$ cat config.mk
export PLATFORM = sky130hd
export DESIGN_NAME = fejkon_sysinfo
export DESIGN_NICKNAME = d
export VERILOG_FILES = /design/src/rtl/fejkon_sysinfo.sv
export SDC_FILE = /design/constraint.sdc
export NUM_CORES = 1
export LEC_CHECK = 0
export CORE_MARGIN = 2
export CORE_UTILIZATION = 40
export DETAILED_ROUTE_END_ITERATION = 10
export PLACE_DENSITY = 0.75
export SLEW_MARGIN = 20
export SYNTH_ARGS = -nofsm -noshare
export SYNTH_HDL_FRONTEND = slang
export SYNTH_SLANG_ARGS = --single-unit
$ cat constraint.sdc
create_clock -name clk -period 1.99 [get_ports clk]
set_input_delay 0.199 -clock clk [delete_from_list [all_inputs] [get_ports clk]]
set_output_delay 0.199 -clock clk [all_outputs]
set_load 0.01 [all_outputs]
$ cat src/rtl/fejkon_sysinfo.sv
// System information register block: identity, build hash, scratch, uptime and
// link-status change tracking on a fixed-latency Avalon-MM slave.
// Optional uptime counter is built when FEJKON_SYSINFO_UPTIME_EN is defined.

`ifndef FEJKON_GIT_HASH
`define FEJKON_GIT_HASH 32'h0000_0000
`endif

module fejkon_sysinfo #(
  parameter int FcPorts  = 2,
  parameter int EthPorts = 2
) (
  input  logic                clk,
  input  logic                reset_n,
  input  logic [2:0]          mm_address,
  input  logic                mm_read,
  input  logic                mm_write,
  input  logic [31:0]         mm_writedata,
  output logic [31:0]         mm_readdata,
  output logic                mm_readdatavalid,
  input  logic [FcPorts-1:0]  fc_up,
  input  logic [EthPorts-1:0] eth_up
);

  typedef enum logic [2:0] {
    ADDR_ID      = 3'd0,
    ADDR_HASH    = 3'd1,
    ADDR_CONFIG  = 3'd2,
    ADDR_SCRATCH = 3'd3,
    ADDR_UP_LO   = 3'd4,
    ADDR_UP_HI   = 3'd5,
    ADDR_STATUS  = 3'd6,
    ADDR_STICKY  = 3'd7
  } addr_e;

  localparam logic [3:0] EthNib  = 4'(EthPorts);
  localparam logic [3:0] FcNib   = 4'(FcPorts);
  localparam logic [7:0] EthByte = 8'(EthPorts);
  localparam logic [7:0] FcByte  = 8'(FcPorts);

  logic [31:0]         readdata_d, readdata_q;
  logic                readdatavalid_d, readdatavalid_q;
  logic [31:0]         scratch_d, scratch_q;
  logic [FcPorts-1:0]  fc_prev_d, fc_prev_q, fc_sticky_d, fc_sticky_q;
  logic [EthPorts-1:0] eth_prev_d, eth_prev_q, eth_sticky_d, eth_sticky_q;
  logic                armed_d, armed_q;

  logic [31:0] uptime_lo;
  logic [15:0] uptime_hi_shadow;
  logic        uptime_present;
  logic [31:0] rd_word;
  logic [7:0]  fc_live_ext, eth_live_ext, fc_sticky_ext, eth_sticky_ext;
  logic        wr_scratch, wr_clear, rd_up_lo;
  logic        unused_wdata;

  assign wr_scratch   = mm_write && (addr_e'(mm_address) == ADDR_SCRATCH);
  assign wr_clear     = mm_write && (addr_e'(mm_address) == ADDR_STICKY);
  assign rd_up_lo     = mm_read  && (addr_e'(mm_address) == ADDR_UP_LO);
  assign unused_wdata = ^mm_writedata;

`ifdef FEJKON_SYSINFO_UPTIME_EN
  logic [47:0] uptime_d, uptime_q;
  logic [15:0] shadow_d, shadow_q;

  always_comb begin
    uptime_d = uptime_q + 48'd1;
    shadow_d = shadow_q;
    // Shadow the upper half of the very value returned for the low read.
    if (rd_up_lo) shadow_d = uptime_q[47:32];
  end

  always_ff @(posedge clk or negedge reset_n) begin
    if (!reset_n) begin
      uptime_q <= '0;
      shadow_q <= '0;
    end else begin
      uptime_q <= uptime_d;
      shadow_q <= shadow_d;
    end
  end

  assign uptime_lo        = uptime_q[31:0];
  assign uptime_hi_shadow = shadow_q;
  assign uptime_present   = 1'b1;
`else
  logic unused_up_rd;
  assign unused_up_rd     = rd_up_lo;
  assign uptime_lo        = 32'h0;
  assign uptime_hi_shadow = 16'h0;
  assign uptime_present   = 1'b0;
`endif

  always_comb begin
    // NOTE: every comb output gets a default before any branch, so no latches.
    fc_live_ext    = '0;
    eth_live_ext   = '0;
    fc_sticky_ext  = '0;
    eth_sticky_ext = '0;
    fc_live_ext[FcPorts-1:0]     = fc_up;
    eth_live_ext[EthPorts-1:0]   = eth_up;
    fc_sticky_ext[FcPorts-1:0]   = fc_sticky_q;
    eth_sticky_ext[EthPorts-1:0] = eth_sticky_q;
  end

  always_comb begin
    rd_word = 32'h0;
    case (addr_e'(mm_address))
      ADDR_ID:      rd_word = {EthNib, FcNib, 24'h010DE5};
      ADDR_HASH:    rd_word = `FEJKON_GIT_HASH;
      ADDR_CONFIG:  rd_word = {8'h02, 7'b0, uptime_present, EthByte, FcByte};
      ADDR_SCRATCH: rd_word = scratch_q;
      ADDR_UP_LO:   rd_word = uptime_lo;
      ADDR_UP_HI:   rd_word = {16'h0, uptime_hi_shadow};
      ADDR_STATUS:  rd_word = {16'h0, eth_live_ext, fc_live_ext};
      ADDR_STICKY:  rd_word = {16'h0, eth_sticky_ext, fc_sticky_ext};
      default:      rd_word = 32'h0;
    endcase
  end

  always_comb begin
    readdatavalid_d = mm_read;
    readdata_d      = mm_read ? rd_word : 32'h0;
    scratch_d       = wr_scratch ? mm_writedata : scratch_q;

    fc_prev_d    = fc_up;
    eth_prev_d   = eth_up;
    armed_d      = 1'b1;
    fc_sticky_d  = fc_sticky_q;
    eth_sticky_d = eth_sticky_q;
    if (wr_clear) begin
      fc_sticky_d  = fc_sticky_d  & ~mm_writedata[FcPorts-1:0];
      eth_sticky_d = eth_sticky_d & ~mm_writedata[8 +: EthPorts];
    end
    // Set is applied after clear so a coincident change is never lost; the
    // first cycle out of reset only primes the previous-value register.
    if (armed_q) begin
      fc_sticky_d  = fc_sticky_d  | (fc_up  ^ fc_prev_q);
      eth_sticky_d = eth_sticky_d | (eth_up ^ eth_prev_q);
    end
  end

  always_ff @(posedge clk or negedge reset_n) begin
    if (!reset_n) begin
      readdata_q      <= '0;
      readdatavalid_q <= 1'b0;
      scratch_q       <= '0;
      fc_prev_q       <= '0;
      eth_prev_q      <= '0;
      fc_sticky_q     <= '0;
      eth_sticky_q    <= '0;
      armed_q         <= 1'b0;
    end else begin
      // NOTE: state flops use non-blocking assignment so all read the old values.
      readdata_q      <= readdata_d;
      readdatavalid_q <= readdatavalid_d;
      scratch_q       <= scratch_d;
      fc_prev_q       <= fc_prev_d;
      eth_prev_q      <= eth_prev_d;
      fc_sticky_q     <= fc_sticky_d;
      eth_sticky_q    <= eth_sticky_d;
      armed_q         <= armed_d;
    end
  end

  assign mm_readdata      = readdata_q;
  assign mm_readdatavalid = readdatavalid_q;

endmodule

## After elaboration in Yosys (flattened, before gate mapping)

Cells that the tools add are included.

| operators by class | value |
|---|---|
| multiplexer cells | 6 |
| reduce and logical (&&, ||, !) cells | 4 |
| equal/unequal tests | 7 |
| bitwise gates (word level) | 8 |

Operator list:

| operator | count |
|---|---|
| $pmux W32 S6 | 1 |
| $mux W32 | 1 |
| $eq A3 B3 Y1 const B | 4 |
| $mux W2 | 4 |
| $eq A3 B2 Y1 const B | 2 |
| $and A2 B2 Y2 | 2 |
| $not A2 Y2 | 2 |
| $or A2 B2 Y2 | 2 |
| $xor A2 B2 Y2 | 2 |
| $eq A3 B1 Y1 const B | 1 |
| $logic_not A3 Y1 | 1 |
| $reduce_or A3 Y1 | 1 |
| $logic_and A1 B1 Y1 | 2 |

| storage, ports and cells | value |
|---|---|
| word-level logic and storage cells | 33 |
| output and inout port bits | 33 |
| register bits after elaboration | 74 |
| input bits | 43 |

## Logic depth before layout (Yosys ltp)

| depth | value |
|---|---|
| word-level depth | 5 |
| depth in mapped cells | 5 |
| mapped depth without buffers | 3 |

## Least setup slack after synthesis

Ideal clock, no wire load.

| path | value |
|---|---|
| path kind | input-to-reg |
| start point | in mm_address[2] |
| end point | reg scratch_q[10] |
| setup time | 0.125 ns |
| cell stages on the path | 4 |
| setup slack | 0.844 ns |
| data arrival time | 1.021 ns |
| path buffers | 2 |
| required time | 1.865 ns |
| cell sequence | buf_2 -> nand4b_4 -> buf_6 -> mux2_4 |

| between the ends | value |
|---|---|
| cells in the longest elaborated chain, start to end | 2 |

RTL lines:

| what | RTL line | text |
|---|---|---|
| start: declaration | 15 | `input logic [2:0] mm_address,` |
| $eq A3 B2 Y1 | 56 | `assign wr_scratch = mm_write && (addr_e'(mm_address) == ADDR_SCRATCH);` |
| $logic_and A1 B1 Y1 | 56 |  |
| end signal: assignment | 156 | `scratch_q <= scratch_d;` |
| end: declaration | 43 | `logic [31:0] scratch_d, scratch_q;` |

Every way passes these cells.
A chain may end at the register's enable or synchronous reset.

## Worst setup path in the final report

| path | value |
|---|---|
| start point | reg readdata_q[7], in the netlist mm_readdata[7] |
| end point | out mm_readdata[7] |

RTL lines:

| what | RTL line | text |
|---|---|---|
| start: declaration | 41 | `logic [31:0] readdata_d, readdata_q;` |
| start signal: assignment | 154 | `readdata_q <= readdata_d;` |
| end: declaration | 19 | `output logic [31:0] mm_readdata,` |

No word-level cell between the ends.

==> metrics <==
worst reg-to-reg setup slack between 1 and 1.5 ns; htree depth 3; most frequent cells in the layout dfrtp_1, clkdlybuf4s50_1, mux2_4, and2_1; worst slew pin tran ~0.7 ns; CTS Sinks 74; largest net degree at the start of global routing 35; clk_lat worst skew 0.34 ns; post-synth cell types 25; Area Growth Syn to Fin 38.9%; die height ~89 µm; switch share a little over a fifth; Port Buffers 75; FF+latch count, synth 74; DRT iter0 DRCs 41; end of the critical path mm_readdata[7]; end of the worst register-to-register path mm_readdata[8]; cell count of the worst reg-to-reg path 3; layout cells sized above 1 a little over a fifth; clock share of power a little over a third; Worst path slowest cell clkdlybuf4s50_1; Yosys Warn Count 0; Crit path required time around 1.8 ns; Final Hold Fails 0; first-pass GRT wire length 8670 µm; core area between 6000 and 7000 µm²; Logic pwr share between 10% and 20%; worst reg2reg startpoint eth_sticky_q[0]; Worst VDD drop 346 µV; total global-route track usage around 15%; wire per inst between 10 and 15 µm; worst path bufs/invs 1; placed cell count 350; DRT Pass-1 Iters 3; Critical Path Source Type flip-flop; crit path DAT 1.22 ns; full die area 7850 µm²; number of diodes 0; clk buf depth 2; met3 routed WL between 200 and 300 µm; Synth top area share about two thirds; Max Slew Vio Count 0; max frequency approximately 0.70 GHz; P_leak ~1.9 nW; TNS Setup 0 ns; largest cells by area after synthesis dfrtp_1, mux2_4, and2_1; critical path depth in cells 1; post-cts sizing count 0; ANT nets after route 0; synthesized net count 223; Remaining Overflow, GRT 0; Reg power frac between 50% and 60%; final worst-path setup slack roughly 0.57 ns; Final Setup Violations 0; Final #Nets 309; final instance area 3980 µm²; Critical Path, Cell by Cell clkdlybuf4s50_1; max-cap check violation count 0; sequential share of the synthesized area 64.7%; switching power of the nets approximately 770 µW; Synth area leader dfrtp_1; Hold Crit Class in -> async; Placed Area between 3000 and 4000 µm²; RSZ-0062 raised after global routing false; hold_ws ~0.26 ns; Critical Path End Type primary output; status complete, no violations; hpwl dp around 3500 µm; slowest stage delay, CP approximately 0.54 ns; total wire length ~5000 µm; num rows 30; placer congestion estimate just over 0.8; post-DR vias/cell ~4.6; CP delay by family, top buffers and inverters; Synth Instances 180; final cell count without fillers 367; Starting Density about two fifths; Max Used Layer met4; post-synth design cell area 2860 µm²; Worst Setup SP mm_readdata[7]; die width between 80 and 90 µm; Final Cycle Share a little under three quarters; slew margin rel. 53.5%; Pwr Density 888 nW/µm²; num ports 76; Num CTS Buffers 9; CTS tree built; initial antenna violation count 0; clk slew on worst S/H paths 0.08 ns; wl on met1 roughly 2400 µm; vias in the first global route 1791; crit path time final 1.42 ns; Max FO, Critical Path 1; Post-Place Worst Slack ~0.2 ns; Avg Cell Area, Syn 15.9 µm²; clock skew approximately 0.0073 ns; CTS root buf clkbuf_8; vias between 1500 and 2000; Internal ~2.8 mW; Crit Path Category reg -> out; # DRC 0; metal2 WL 2390 µm
## worst min-delay path by stage
stage                               end  cells after the start  startpoint  slack (ns)
final                     eth_prev_q[1]                      2     reset_n        0.26
after floorplan                 armed_q                      0     reset_n        -0.1
after detailed placement  eth_prev_q[0]                      1     reset_n        0.08
after global routing       scratch_q[7]                      2     reset_n        0.26
after CTS                  scratch_q[7]                      2     reset_n        0.25
after global placement    eth_prev_q[0]                      1     reset_n        0.07
## what timing repair did
action | CTS | global route
setup buffers | 0 | 0
hold endpoints to repair | 48 | 0
hold buffers | 1 | 0
## stage by stage
step	total power [mW]	util [%]
2_1_floorplan	2.06	-
3_3_place_gp	2.28	54.5
3_5_place_dp	2.29	54.5
4_1_cts	3.58	57.9
5_1_grt	3.71	57.9
6_report	3.53	57.9
## layout make-up
| class | instances | area (µm²) |
|---|---|---|
| Tap cell | 96 | 120 |
| Fill cell | 564 | 2890 |
| Clock inverter | 5 | 77.6 |
| Sequential cell | 74 | 1850 |
| Multi-Input combinational cell | 98 | 948 |
| Timing Repair Buffer | 83 | 836 |
| Clock buffer | 11 | 141 |
## kinds of logic after synthesis
kind of cell              Yosys count  synth area share [%]
buffers and inverters               8                  2.14
AOI/OAI and AO/OA                  17                  4.63
muxes                              36                  17.9
xor gates and xnor gates            4                  1.22
and+or+nand+nor                    40                  9.23
DFF                                74                  64.7
other                               1                 0.131
## cells in the mapped netlist
library cell / number
a211oi_1: 2
or3_1: 1
nand2_1: 10
conb_1: 1
mux2_4: 30
mux2i_1: 4
nand2b_4: 1
a21o_1: 8
nor2_4: 1
a21oi_1: 1
buf_2: 2
buf_6: 3
and2_1: 21
nand2b_1: 1
mux2_2: 2
xor2_1: 4
buf_4: 1
nor3_2: 1
a22o_1: 4
nor3b_1: 2
nand4b_4: 1
clkbuf_2: 2
and4_1: 1
o221ai_1: 2
dfrtp_1: 74
## state kept, by name, summed over array words and instances (netlist names)
register          cells
fc_prev_q             2
mm_readdata          32
eth_sticky_q          2
fc_sticky_q           2
eth_prev_q            2
armed_q               1
mm_readdatavalid      1
scratch_q            32
## routing by layer
| metal | vias up | track usage, % |
|---|---|---|
| met3 | 8 | 5.04 |
| met2 | 53 | 23.4 |
| met1 | 839 | 19.9 |
| met4 | 0 | 4.96 |
| met5 | - | 0 |
| li1 | 781 | - |
## power groups by stage
stage	clock, mW	sequential [mW]	combinational, mW
4_1_cts	1.30	1.77	0.502
3_3_place_gp	0	1.79	0.485
3_5_place_dp	0	1.80	0.498
2_1_floorplan	0	1.78	0.281
6_report	1.27	1.77	0.495
5_1_grt	1.38	1.80	0.538
(Power assumes the default switching activity.)
